$ cat config.mk
export PLATFORM = sky130hd
export DESIGN_NAME = load_use_stall
export DESIGN_NICKNAME = d
export VERILOG_FILES = /design/src/rtl/load_use_stall_pkg.sv /design/src/rtl/load_use_stall_hazard_div_tracker.sv /design/src/rtl/load_use_stall.sv
export SDC_FILE = /design/constraint.sdc
export NUM_CORES = 1
export LEC_CHECK = 0
export ABC_CLOCK_PERIOD_IN_PS = 3300
export CORE_ASPECT_RATIO = 0.75
export CORE_UTILIZATION = 38
export DETAILED_ROUTE_END_ITERATION = 6
export HOLD_SLACK_MARGIN = 0.08
export PLACE_DENSITY = 0.82
export SLEW_MARGIN = 40
export SYNTH_ARGS = -nofsm -noshare
export SYNTH_HDL_FRONTEND = slang
export SYNTH_SLANG_ARGS = --single-unit
$ cat constraint.sdc
create_clock -name clk -period 3.3 [get_ports clk]
set_clock_uncertainty 0.15 [all_clocks]
set_input_delay 0.99 -clock clk [delete_from_list [all_inputs] [get_ports clk]]
set_output_delay 0.99 -clock clk [all_outputs]
set_load 0.005 [all_outputs]
$ cat src/rtl/load_use_stall_pkg.sv
// Shared definitions for the load-use / divide hazard unit:
// default divider latency, divider FSM encoding and the hard-wired zero register.
package load_use_stall_pkg;

  localparam int         DIV_LAT_DEFAULT = 32;
  localparam logic [4:0] REG_ZERO        = 5'd0;

  typedef enum logic {
    DIV_IDLE = 1'b0,
    DIV_BUSY = 1'b1
  } div_state_t;

endpackage

$ cat src/rtl/load_use_stall_hazard_div_tracker.sv
// Divider occupancy tracker: a two-state FSM with an 8-bit down-counter.
// A start seen in DIV_IDLE occupies the divider for DIV_LAT cycles; done
// pulses in the last occupied cycle. Reset aborts a divide without a pulse.
module hazard_div_tracker
  import load_use_stall_pkg::*;
#(
  parameter int DIV_LAT = DIV_LAT_DEFAULT
) (
  input  logic clk,
  input  logic rst,
  input  logic start,
  output logic busy,
  output logic done
);

  localparam logic [7:0] CNT_INIT = 8'(DIV_LAT - 1);

  div_state_t state_reg;
  logic [7:0] cnt_reg;

  // Divider FSM: accept in idle, count down while busy, leave after cnt hits zero.
  always_ff @(posedge clk) begin
    if (rst) begin
      state_reg <= DIV_IDLE;
      cnt_reg   <= 8'd0;
    end else begin
      case (state_reg)
        DIV_IDLE: begin
          if (start) begin
            state_reg <= DIV_BUSY;
            cnt_reg   <= CNT_INIT;
          end
        end
        DIV_BUSY: begin
          if (cnt_reg == 8'd0) begin
            state_reg <= DIV_IDLE;
          end else begin
            cnt_reg <= cnt_reg - 8'd1;
          end
        end
        default: begin
          state_reg <= DIV_IDLE;
          cnt_reg   <= 8'd0;
        end
      endcase
    end
  end

  // Outputs are pure decodes of the registered state, so they carry no input path.
  assign busy = (state_reg == DIV_BUSY);
  assign done = (state_reg == DIV_BUSY) && (cnt_reg == 8'd0);

endmodule

$ cat src/rtl/load_use_stall.sv
// Load-use and divider hazard detection for a 5-stage pipeline.
// A load result is not forwardable, so any capable ID source matching a load
// in EX or MEM stalls; divides and HI-LO readers stall while the divider is busy.
// Optional feature: define HAZARD_PERF_EN to add the saturating stall_cycles counter.
module load_use_stall
  import load_use_stall_pkg::*;
#(
  parameter int DIV_LAT = DIV_LAT_DEFAULT
) (
  input  logic       clk,
  input  logic       rst,
  input  logic [4:0] id_raddr1,
  input  logic [4:0] id_raddr2,
  input  logic       id_re1,
  input  logic       id_re2,
  input  logic       id_valid,
  input  logic       id_is_div,
  input  logic       id_uses_hilo,
  input  logic       ex_reg_wr,
  input  logic       ex_mem_rd,
  input  logic [4:0] ex_waddr,
  input  logic       mem_reg_wr,
  input  logic       mem_mem_rd,
  input  logic [4:0] mem_waddr,
  output logic       stall,
  output logic       bubble,
  output logic       div_busy,
  output logic       div_done
`ifdef HAZARD_PERF_EN
  ,
  output logic [31:0] stall_cycles
`endif
);

  logic [4:0] raddr [2];
  logic [1:0] re;
  logic [1:0] src_hz;
  logic       ld_hz;
  logic       dv_hz;
  logic       hz;
  logic       div_start;

  assign raddr[0] = id_raddr1;
  assign raddr[1] = id_raddr2;
  assign re       = {id_re2, id_re1};

  // Per-source load-use check; register zero is never a dependency.
  for (genvar gi = 0; gi < 2; gi++) begin : g_src
    assign src_hz[gi] = re[gi] && (raddr[gi] != REG_ZERO) &&
                        ((ex_reg_wr  && ex_mem_rd  && (raddr[gi] == ex_waddr)) ||
                         (mem_reg_wr && mem_mem_rd && (raddr[gi] == mem_waddr)));
  end

  assign ld_hz  = id_valid && (|src_hz);
  assign dv_hz  = div_busy && id_valid && (id_is_div || id_uses_hilo);
  assign hz     = ld_hz || dv_hz;
  assign stall  = hz;
  assign bubble = hz;

  // A held divide is not issued; it is retried each cycle until the stall clears.
  assign div_start = id_valid && id_is_div && !hz;

  hazard_div_tracker #(
    .DIV_LAT (DIV_LAT)
  ) u_div (
    .clk   (clk),
    .rst   (rst),
    .start (div_start),
    .busy  (div_busy),
    .done  (div_done)
  );

`ifdef HAZARD_PERF_EN
  logic [31:0] stall_cycles_reg;

  // Count stalled cycles, pinning at the maximum instead of wrapping.
  always_ff @(posedge clk) begin
    if (rst) begin
      stall_cycles_reg <= 32'd0;
    end else if (hz && (stall_cycles_reg != 32'hFFFF_FFFF)) begin
      stall_cycles_reg <= stall_cycles_reg + 32'd1;
    end
  end

  assign stall_cycles = stall_cycles_reg;
`endif

endmodule

# Word-level counts from Yosys, hierarchy flattened
# Index checks and enable logic that the tools add are counted.
[classes]
mux = 6
n_eq_ne = 6
n_mul = 0
n_reduce_logical = 26
div = 0
magnitude_cmp = 0
addsub = 1
n_bitwise = 1
shift = 0
[ops]
columns = ["op", "count"]
rows = [
  ["5-bit == test", 4],
  ["1-bit logical AND", 16],
  ["8-bit 2-to-1 mux", 2],
  ["8-bit one-hot mux with 2 select lines", 1],
  ["5-bit nonzero test", 2],
  ["8-bit logical NOT", 1],
  ["8-bit by 1-bit subtractor with 8-bit output (second input constant)", 1],
  ["1-bit logical OR", 4],
  ["2-bit != test (second input constant)", 2],
  ["1-bit 2-to-1 mux", 2],
  ["1-bit one-hot mux with 2 select lines", 1],
  ["2-bit AND reduction", 1],
  ["2-bit OR reduction", 1],
  ["1-bit logical NOT", 1],
  ["1-bit NOT", 1],
]
[word_totals]
wordCells = 42
mem_count = 0
output_inout_bits = 4
latchBits = 0
rom_bits = 0
reg_bits = 9
ramBits = 0
input_bits = 31

# Depth between registers and ports, before layout
# Gate-level depths: netlist of the first run.
[logic_depth]
depth_word = 11
depth_mapped = 8
mapped_depth_nobuf = 8

# By module
# A second synthesis of the first run with hierarchy kept.
[hier_totals]
hier_cells = 93
hier_area_um2 = 754.5
[modules_own_cells]
columns = ["mod", "cells_per_inst", "area_each_um2", "n_inst"]
rows = [
  ["hazard_div_tracker", 53, 455.4, 1],
  ["load_use_stall", 40, 299.0, 1],
]

# Worst setup path before layout of the first run
# Ideal clock, no wire load.
[synth_path]
path_kind = "input to output"
startpoint = "input port id_raddr1[1]"
endpoint = "output port stall"
required_ns = 2.160
t_arrival_ns = 2.215
setup_slack_ns = -0.055
cell_stages = 5
n_path_buf = 1
path_cell_list = "or4_1 > o21ai_1 > o221a_2 > and2b_2 > buf_4"
[synth_via]
elab_chain_len = 7
[synth_lines]
columns = ["element", "line_no", "source"]
rows = [
  ["from (decl)", "load_use_stall.sv:12", "input logic [4:0] id_raddr1,"],
  ["5-bit == test (on tied branches)", "load_use_stall.sv:50, load_use_stall.sv:51", ""],
  ["1-bit logical AND (on tied branches)", "load_use_stall.sv:50, load_use_stall.sv:51", ""],
  ["1-bit logical OR", "load_use_stall.sv:50", "((ex_reg_wr && ex_mem_rd && (raddr[gi] == ex_waddr)) ||"],
  ["1-bit logical AND (*)", "load_use_stall.sv:49", "assign src_hz[gi] = re[gi] && (raddr[gi] != REG_ZERO) &&"],
  ["2-bit OR reduction (*)", "load_use_stall.sv:54", "assign ld_hz = id_valid && (|src_hz);"],
  ["1-bit logical AND (*)", "load_use_stall.sv:54", ""],
  ["1-bit logical OR (*)", "load_use_stall.sv:56", "assign hz = ld_hz || dv_hz;"],
  ["to (decl)", "load_use_stall.sv:25", "output logic stall,"],
]
# Mark *: on every way between the ends. The rest lies on a longest branch, timed or not.

# Worst setup path after layout of the first run
[layout_path]
startpoint = "input port id_raddr1[2]"
endpoint = "output port bubble"
[layout_via]
elab_chain_len = 7
[layout_lines]
columns = ["element", "line_no", "source"]
rows = [
  ["5-bit == test (on tied branches)", "load_use_stall.sv:50, load_use_stall.sv:51", ""],
  ["1-bit logical AND (on tied branches)", "load_use_stall.sv:50, load_use_stall.sv:51", ""],
  ["1-bit logical OR", "load_use_stall.sv:50", ""],
  ["1-bit logical AND (*)", "load_use_stall.sv:49", ""],
  ["2-bit OR reduction (*)", "load_use_stall.sv:54", ""],
  ["1-bit logical AND (*)", "load_use_stall.sv:54", ""],
  ["1-bit logical OR (*)", "load_use_stall.sv:56", ""],
  ["to (decl)", "load_use_stall.sv:26", "output logic bubble,"],
]
# Marked as above.

==> results of run 1 <==
[tightest hold or removal path: cells and delay by family, from the launching register on]
kind	cells	cell delay (ns)
AO/OA/AOI/OAI	1	0.07
buffers and inverters	1	0.08
flip-flops	1	0.32
[cell families (layout without fill, tap and decap cells)]
family,Yosys count,in the layout,share of synthesized area
compound gates,23,23,0.224
simple gates,42,42,0.292
flops,9,9,0.219
buf+inv,7,54,0.0365
fa+ha+maj,1,1,0.0152
xor+xnor,20,20,0.213
[per-layer routing]
layer,up-vias,GRT usage,routed length (um)
met2,33,0.371,1360
met4,0,0.0550,37
met5,-,0,0
met1,451,0.309,1250
li1,471,-,-
met3,4,0.0463,131
[worst paths after layout]
path / from / end / slack [ns]
min: u_div.cnt_reg[0] / u_div.cnt_reg[0] / 0.37
max: id_raddr1[2] / bubble / -0.14
min reg2reg: u_div.cnt_reg[0] / u_div.cnt_reg[0] / 0.37
max reg2reg: u_div.cnt_reg[0] / u_div.cnt_reg[3] / 1.09
[through the flow]
step | setup WS, ns | util
6_report | -0.140 | 0.658
3_3_place_gp | -0.890 | 0.622
3_5_place_dp | -0.894 | 0.622
4_1_cts | -0.155 | 0.631
2_1_floorplan | -0.0502 | -
5_1_grt | -0.179 | 0.658
[report_power, final]
part	switching, mW	internal, mW	total [mW]
registers	0.0159	0.121	0.137
clock network	0.0458	0.0469	0.0928
logic	0.0962	0.0967	0.193
total	0.158	0.265	0.423
[layout make-up]
class / instances / area (um^2)
Timing Repair Buffer: 46 / 378
Fill cell: 151 / 688
Tap cell: 24 / 30.0
Inverter: 4 / 15.0
Sequential cell: 9 / 180
Clock buffer: 4 / 26.3
Multi-Input combinational cell: 86 / 697
[cells in the final DEF (no fill, tap or decap), types with 2 or more instances in the layout]
master,instances
a21oi_1,4
nor4_1,2
buf_2,13
dlymetal6s2s_1,4
nor2_1,10
buf_8,2
nand2_2,2
clkbuf_4,3
or3_1,2
xor2_1,18
buf_4,12
nor3b_1,4
xor2_2,2
nor3_1,2
a211o_1,2
dfxtp_1,9
clkbuf_2,2
inv_1,4
nor4_2,3
o21ai_2,2
or4_4,2
clkdlybuf4s50_1,8
buf_6,2
and3_1,3
nand2_1,5
[what timing repair did]
action	4_1_cts	5_1_grt
resized for setup	83	28
buffers inserted	1	1
endpoints found under the setup margin	3	3
pin swaps	13	13
hold endpoints to repair	0	0
==> qor.txt, run 1 <==
GRT Residual Overflow - 0
CP top delay family - simple AND/OR/NAND/NOR gates
CTS Hold Bufs - 0
Worst-Margin Slew - 0.461 ns
Clk pin slew, worst setup/hold paths - 0.06 ns
Die ar. - 2360 um^2
Clock sink total - 9
Post-Syn Area - 822 um^2
Data required, critical path - 2.16 ns
Later-pin clock latency in the skew report - 0.28 ns
Min Tclk post-route - 3.44 ns
Ant. Diodes - 0
Initial Util - 0.408
Post-route DRC - 0
Critical Path Stages - 6
Hold Slack - 0.370 ns
WL per Instance - 16.1 um
Port Buffer Count - 34
Design area - 1330 um^2
I/O Pins - 35
Die height - 42.3 um
Synth top area cells - dfxtp_1 22%, xor2_1 21%, nor2_1 5.5%
Synth area leader - dfxtp_1
Reg2Reg Depth - 9
Largest net degree at the start of global routing - 18
CP peak stage delay - 0.52 ns
CTS max path bufs - 2
Fmax - 0.291 GHz
Failing checks - setup timing
Critical-path cell list - buf_8 -> or4_4 -> o21ai_2 -> o221a_2 -> and2b_2 -> buf_2
Slowest CP cell - or4_4
Core Region - 2010 um^2
Vias per cell - 5.54
Syn_nets - 134
Inst Count DP - 167
Ys flop type - dfxtp_1
PwrDens - 319 nW/um^2
Slew margin rel. - 0.692
Mean post-synth cell area - 8.06 um^2
Unrepaired setup endpoints after global routing - true
Lkg Pwr - 0.606 nW
First-pass GRT wire length - 4170 um
DR pass1 iterations - 4
Final net count - 182
Placed Area - 1250 um^2
Count of pins over their slew limit - 0
Largest register FFs - 8
Period utilization - 1.04
Root buffer cell - clkbuf_4
Total GRT Usage - 0.228
Share of cells above drive strength 1 - 0.396
Netlist cell types - 34
DR vias - 959
Async set or reset register ratio after synthesis - 0
Hold WC Path Type - reg -> reg
Sum Neg Setup Slack - -0.280 ns
Worst path bufs/invs - 2
Synth top area share - 0.219
Overall power - 423 uW
FP Rows - 14
Final Instance Count excl. Fillers - 173
Hold path cells - 2
TritonCTS clock tree - yes
Number of synthesized register bits - 9
Seq/Total Area, Yosys - 0.219
Num CTS Buffers - 3
Yosys warns - 0
Vias in the first global route - 894
CP Capture Type - output pin
H-tree levels - 1
Placer Congestion - 0.859
CP Class - in -> out
Worst Path Arrival - 2.30 ns
Final hold violation count - 0
Post-layout worst setup margin - -0.140 ns
Post-synth EDFFs - 0
Number of routed nets with antenna violations - 0
Most instantiated library cell after synthesis - xor2_1
Worst Path Max Fanout - 3
Outcome - complete, but fails checks
Die Width - 55.7 um
Routed wire length - 2780 um
# setup viols final - 2
Synth cell count leaders - 20 x xor2_1, 12 x nor2_1, 9 x dfxtp_1
DRT iter0 DRCs - 40
VDD IR max - 258 uV
Max_cap viols - 0
Initial antenna violation count - 0
HPWL Detailed - 1980 um
Area grow syn2layout - 61.3%
CP Launch Type - input pin
Cells after synthesis - 102
(Power assumes the default switching activity.)
==> inputs of run 2 (changes only) <==
Settings changed: ABC_AREA set to 1, CORE_UTILIZATION 38 to 40, GPL_TIMING_DRIVEN set to 0.
==> run 2 against run 1 <==
Compared with the run above:
- the flow now finishes without violations
- combinational power shrank 12%
- sequential share of layout area shrank 0.15 points
- core utilization down 3.1 points
- routed wire length shrank 4.4%
- total power down 7.2%
- cell count increased by 45%
- synthesized cell count increased by 75%
- die area is 11% higher
- non-clock buffer count decreased by 9
==> qor.txt, run 2 <==
Worst-Margin Slew - 0.345 ns
HPWL Detailed - 2110 um
Data required, critical path - 2.16 ns
CP Launch Type - input pin
Count of pins over their slew limit - 0
Die height - 44.5 um
Multi-input gate area - 657 um^2
Overall power - 392 uW
FP Rows - 14
Port Buffer Count - 34
Share of cells above drive strength 1 - 0.233
Slowest CP cell - dlygate4sd2_1
Vias per cell - 4.73
Post-layout worst setup margin - 0.0807 ns
Clock sink total - 9
Root buffer cell - clkbuf_4
Hold path cells - 2
Yosys warns - 0
Synth top area share - 0.222
Combinational Power Share - 0.433
Post-synth EDFFs - 0
Initial Util - 0.451
Syn_nets - 211
Final Instance Count excl. Fillers - 251
Final hold violation count - 0
Die Width - 58.7 um
Sum Neg Setup Slack - 0 ns
Netlist cell types - 20
Most frequent cells in the layout - 56 x nand2_1, 24 x inv_1, 21 x nor2_1
Int Pwr - 241 uW
Outcome - finished, final reports clean
Fmax - 0.311 GHz
DP Worst Slack - -0.747 ns
Switching Share - 0.386
First-pass GRT wire length - 4420 um
Worst reg2reg startpoint - u_div.cnt_reg[0]
PwrDens - 292 nW/um^2
Hold path start - u_div.cnt_reg[2]
Post-Syn Area - 963 um^2
Min Tclk post-route - 3.22 ns
Reg2Reg Depth - 12
Later-pin clock latency in the skew report - 0.26 ns
CP top delay family - buffers and inverters
Clock share of power - 0.215
DRT iter0 DRCs - 57
Layout fillers - 229
Synth top area cells - nand2_1 22%, dfxtp_1 19%, inv_1 11%
Synth cell count leaders - 57 x nand2_1, 29 x inv_1, 22 x nor2_1
Num CTS Buffers - 3
Routed wire length - 2660 um
Placer Congestion - 0.914
Area grow syn2layout - 39.2%
Final net count - 252
H-tree levels - 1
Worst Path Arrival - 2.08 ns
TritonCTS clock tree - yes
Ys flop type - dfxtp_1
Net switching power - 152 uW
Number of synthesized register bits - 9
R2r setup slk - 1.54 ns
Post-route DRC - 0
Period utilization - 0.976
CTS max path bufs - 2
Total GRT Usage - 0.224
Ant. Diodes - 0
CP Capture Type - output pin
Hold Path End - u_div.cnt_reg[2]
Final core utilization - 0.628
Lkg Pwr - 0.732 nW
DR vias - 1,186
DR pass1 iterations - 4
Seq/Total Area, Yosys - 0.187
Initial antenna violation count - 0
Unrepaired setup endpoints after global routing - false
Async set or reset register ratio after synthesis - 0
Mean post-synth cell area - 5.38 um^2
Reg area - 180 um^2
GRT Residual Overflow - 0
Slew margin rel. - 0.770
Worst path bufs/invs - 2
Inst Count DP - 245
Max_cap viols - 0
Worst Path Max Fanout - 3
CTS Hold Bufs - 0
Largest register FFs - 8
Commonest non-fill, non-tap cell in the layout - nand2_1
CP Class - in -> out
Cells after synthesis - 179
Vias in the first global route - 1,066
WL per Instance - 10.6 um
Synth area leader - nand2_1
VDD IR max - 222 uV
Largest net degree at the start of global routing - 11
Most instantiated library cell after synthesis - nand2_1
Critical-path cell list - dlygate4sd2_1 -> xor2_1 -> nor2_1 -> nand3_1 -> nand2_1 -> nand2_2 -> a31oi_4 -> buf_2
Hold WC Path Type - reg -> reg
I/O Pins - 35
CP peak stage delay - 0.27 ns
Clk pin slew, worst setup/hold paths - 0.05 ns
Reg-to-Reg End - u_div.cnt_reg[5]
Number of routed nets with antenna violations - 0
Core Region - 2140 um^2
# setup viols final - 0
Die ar. - 2610 um^2
Seq pwr share - 0.351
==> run 2: worst max path at each step <==
stage                       from  slack [ns]  cells past startpoint  endpoint
finish               ex_waddr[0]        0.08                      8    bubble
global route        id_raddr2[3]        0.02                      9    bubble
CTS                 mem_waddr[4]      0.0005                      9     stall
detailed placement  id_raddr1[2]       -0.75                     11     stall
global placement    id_raddr1[2]       -0.70                     11     stall
floorplan           id_raddr1[0]        0.37                      9     stall
==> run 2: layout make-up <==
cell class	count	area share
Tap cell	32	0.0299
Multi-Input combinational cell	131	0.490
Clock buffer	4	0.0196
Sequential cell	9	0.134
Timing Repair Buffer	37	0.220
Inverter	38	0.106
==> run 2: routing by layer <==
| layer | vias to the layer above | part of all wire | global-route usage |
|---|---|---|---|
| met5 | - | 0 | 0 |
| met4 | 0 | 0.0038 | 0.0286 |
| met3 | 4 | 0.070 | 0.0497 |
| met2 | 34 | 0.46 | 0.391 |
| met1 | 524 | 0.46 | 0.292 |
| li1 | 624 | - | - |
==> run 2: what timing repair did <==
item                                    in CTS  in global routing
buffers inserted                             2                  1
endpoints found under the hold margin        0                  0
pin swaps                                   14                  8
cloned                                       0                  0
resized for setup                           42                 32
endpoints found under the setup margin       2                  2
==> run 2: per-stage QoR <==
step	cell area, um^2	hold WS [ns]
final	1340	0.345
after global routing	1340	0.377
after CTS	1380	0.348
after detailed placement	1340	0.328
after global placement	1340	0.311
after floorplan	963	0.294
==> run 2: power groups by stage <==
stage / sequential (mW) / combinational (mW) / clock (mW)
finish: 0.138 / 0.170 / 0.0845
global route: 0.140 / 0.192 / 0.0947
CTS: 0.137 / 0.170 / 0.0878
detailed placement: 0.139 / 0.175 / 0
global placement: 0.138 / 0.169 / 0
floorplan: 0.136 / 0.106 / 0
==> run 2: tightest hold or removal path: cells and delay by family, from the launching register on <==
kind / cells / cell delay (ns)
flops: 1 / 0.32
simple gates: 2 / 0.13
==> run 2: kinds of logic (layout without fill, tap and decap cells) <==
family                   after synthesis  in the layout  share of synthesized area
flip-flops                             9              9                      0.187
AO/OA/AOI/OAI                         20             20                      0.108
adder cells (fa/ha/maj)                1              1                     0.0130
XOR/XNOR                               3              3                     0.0273
AND/OR/NAND/NOR                      107            107                      0.509
buffers and inverters                 39             79                      0.156
==> inputs of run 3 (changes only) <==
Settings changed: SETUP_SLACK_MARGIN set to 0.3.
==> run 3 against run 2 <==
Compared with the run above:
- die area stayed put
- setup slack better by 0.12 ns
- clock-buffer cell count unchanged
- sequential share of layout area decreased by 1.3 points
- worst hold slack worse by 0.0022 ns
- flip-flop and latch count is the same
- largest cell class unchanged
- highest routed layer unchanged
==> qor.txt, run 3 (synthesis gave the netlist of run 2 again) <==
Critical-path cell list - buf_6 -> xor2_1 -> nor2_1 -> nand3_1 -> nand2_1 -> nand2_2 -> a31oi_4 -> buf_6 -> buf_6
Later-pin clock latency in the skew report - 0.26 ns
Share of cells above drive strength 1 - 0.386
Largest register FFs - 8
Unrepaired setup endpoints after global routing - true
Number of routed nets with antenna violations - 0
DP Worst Slack - -0.747 ns
Placer Congestion - 0.914
Overall power - 419 uW
Highest routed layer - met4
CTS Hold Bufs - 0
FP Rows - 14
Count of pins over their slew limit - 0
Post-layout worst setup margin - 0.202 ns
Min Tclk post-route - 3.10 ns
Worst path bufs/invs - 3
Critical Path Stages - 9
Ant. Diodes - 0
Max_cap viols - 0
TritonCTS clock tree - yes
CP Class - in -> out
CP Capture Type - output pin
DR pass1 iterations - 5
# setup viols final - 0
Post-route DRC - 0
Initial antenna violation count - 0
Met3 WL - 237 um
Fmax - 0.323 GHz
Crit. Startpoint - mem_waddr[4]
HPWL Detailed - 2110 um
CP Capture Point - stall
Multi-input gate area - 708 um^2
Die Width - 58.7 um
Initial Util - 0.451
Period utilization - 0.939
Worst-Margin Slew - 0.401 ns
Sum Neg Setup Slack - 0 ns
Lkg Pwr - 0.793 nW
CP Launch Type - input pin
Total GRT Usage - 0.228
Most frequent cells in the layout - 46 x nand2_1, 20 x nor2_1, 19 x inv_1
WL per Instance - 11.4 um
Final core utilization - 0.697
Final hold violation count - 0
I/O Pins - 35
Switching Share - 0.385
Worst Path Arrival - 1.96 ns
Data required, critical path - 2.16 ns
First-pass GRT wire length - 4500 um
R2r setup slk - 1.39 ns
CP top delay family - simple AND/OR/NAND/NOR gates
Reg-to-Reg End - u_div.cnt_reg[5]
Combinational Power Share - 0.469
Vias in the first global route - 1,086
VDD IR max - 214 uV
DRT iter0 DRCs - 64
Wire length on met2 - 1420 um
Clk pin slew, worst setup/hold paths - 0.05 ns
Vias per cell - 4.82
Seq pwr share - 0.330
Worst path most repeated cell - buf_6
Root buffer cell - clkbuf_4
Core Region - 2140 um^2
Largest net degree at the start of global routing - 11
Die height - 44.5 um
Routed wire length - 2920 um
Layout fillers - 183
CP peak stage delay - 0.15 ns
Final net count - 256
Die ar. - 2610 um^2
Port Buffer Count - 34
Commonest non-fill, non-tap cell in the layout - nand2_1
PwrDens - 281 nW/um^2
Net switching power - 161 uW
H-tree levels - 1
CTS max path bufs - 2
GRT Residual Overflow - 0
Area grow syn2layout - 54.7%
Outcome - finished, final reports clean
Worst Path Max Fanout - 3
Slew margin rel. - 0.732
Clock share of power - 0.200
Hold WC Path Type - reg -> reg
Reg2Reg Depth - 13
Int Pwr - 257 uW
Reg area - 180 um^2
DR vias - 1,229
Num CTS Buffers - 3
Slowest CP cell - xor2_1
DRT met1 WL - 1260 um
Clock sink total - 9
Worst reg2reg startpoint - u_div.cnt_reg[0]
## run 3: what timing repair did
item	in CTS	in global routing
endpoints found under the hold margin	0	0
setup endpoints to repair	2	3
resized for setup	130	42
buffers inserted	2	4
pin swaps	24	27
## run 3: worst register-to-register path, stage by stage (launching register included)
cell and delay [ns]:
dfxtp_1 0.36, inv_2 0.05, ha_1 0.21, nand2_2 0.10, nor2_2 0.05, nand2_2 0.11
nor2_4 0.05, buf_4 0.14, nor2_2 0.20, inv_2 0.09, nand2_4 0.13, nand2_1 0.06
nand2_1 0.07, nor2_2 0.04
## run 3: routing by layer
metal  GRT usage  up-vias
li1            -      636
met1       0.295      543
met2       0.402       48
met3      0.0497        2
met4      0.0286        0
met5           0        -
## run 3: worst min-delay path by stage
stage          slack, ns               end             start  depth (start not counted)
2_1_floorplan       0.29  u_div.cnt_reg[4]  u_div.cnt_reg[4]                          2
3_3_place_gp        0.31  u_div.cnt_reg[4]  u_div.cnt_reg[4]                          2
3_5_place_dp        0.33  u_div.cnt_reg[4]  u_div.cnt_reg[4]                          2
4_1_cts             0.35  u_div.cnt_reg[2]  u_div.cnt_reg[2]                          2
5_1_grt             0.38  u_div.cnt_reg[2]  u_div.cnt_reg[2]                          2
6_report            0.34  u_div.cnt_reg[2]  u_div.cnt_reg[2]                          2
## run 3: cell type report
type                    count  area share
repair buffers             40       0.251
plain buffers               1     0.00756
multi-input cells         131       0.475
flip-flops and latches      9       0.121
well taps                  32      0.0269
clock buffers               4      0.0176
inverters                  38       0.101
## run 3: per-stage QoR
step / cell area [um^2] / hold WS, ns / std cells
global route: 1490 / 0.377 / 255
finish: 1490 / 0.343 / 255
floorplan: 963 / 0.294 / 179
CTS: 1330 / 0.348 / 251
global placement: 1340 / 0.311 / 245
detailed placement: 1340 / 0.328 / 245
## run 3: power by group through the flow
stage	Combinational (mW)	Sequential, mW	Clock (mW)
after global placement	0.169	0.138	0
after floorplan	0.106	0.136	0
after detailed placement	0.175	0.139	0
after global routing	0.217	0.140	0.0947
final	0.196	0.138	0.0839
after CTS	0.172	0.138	0.0878
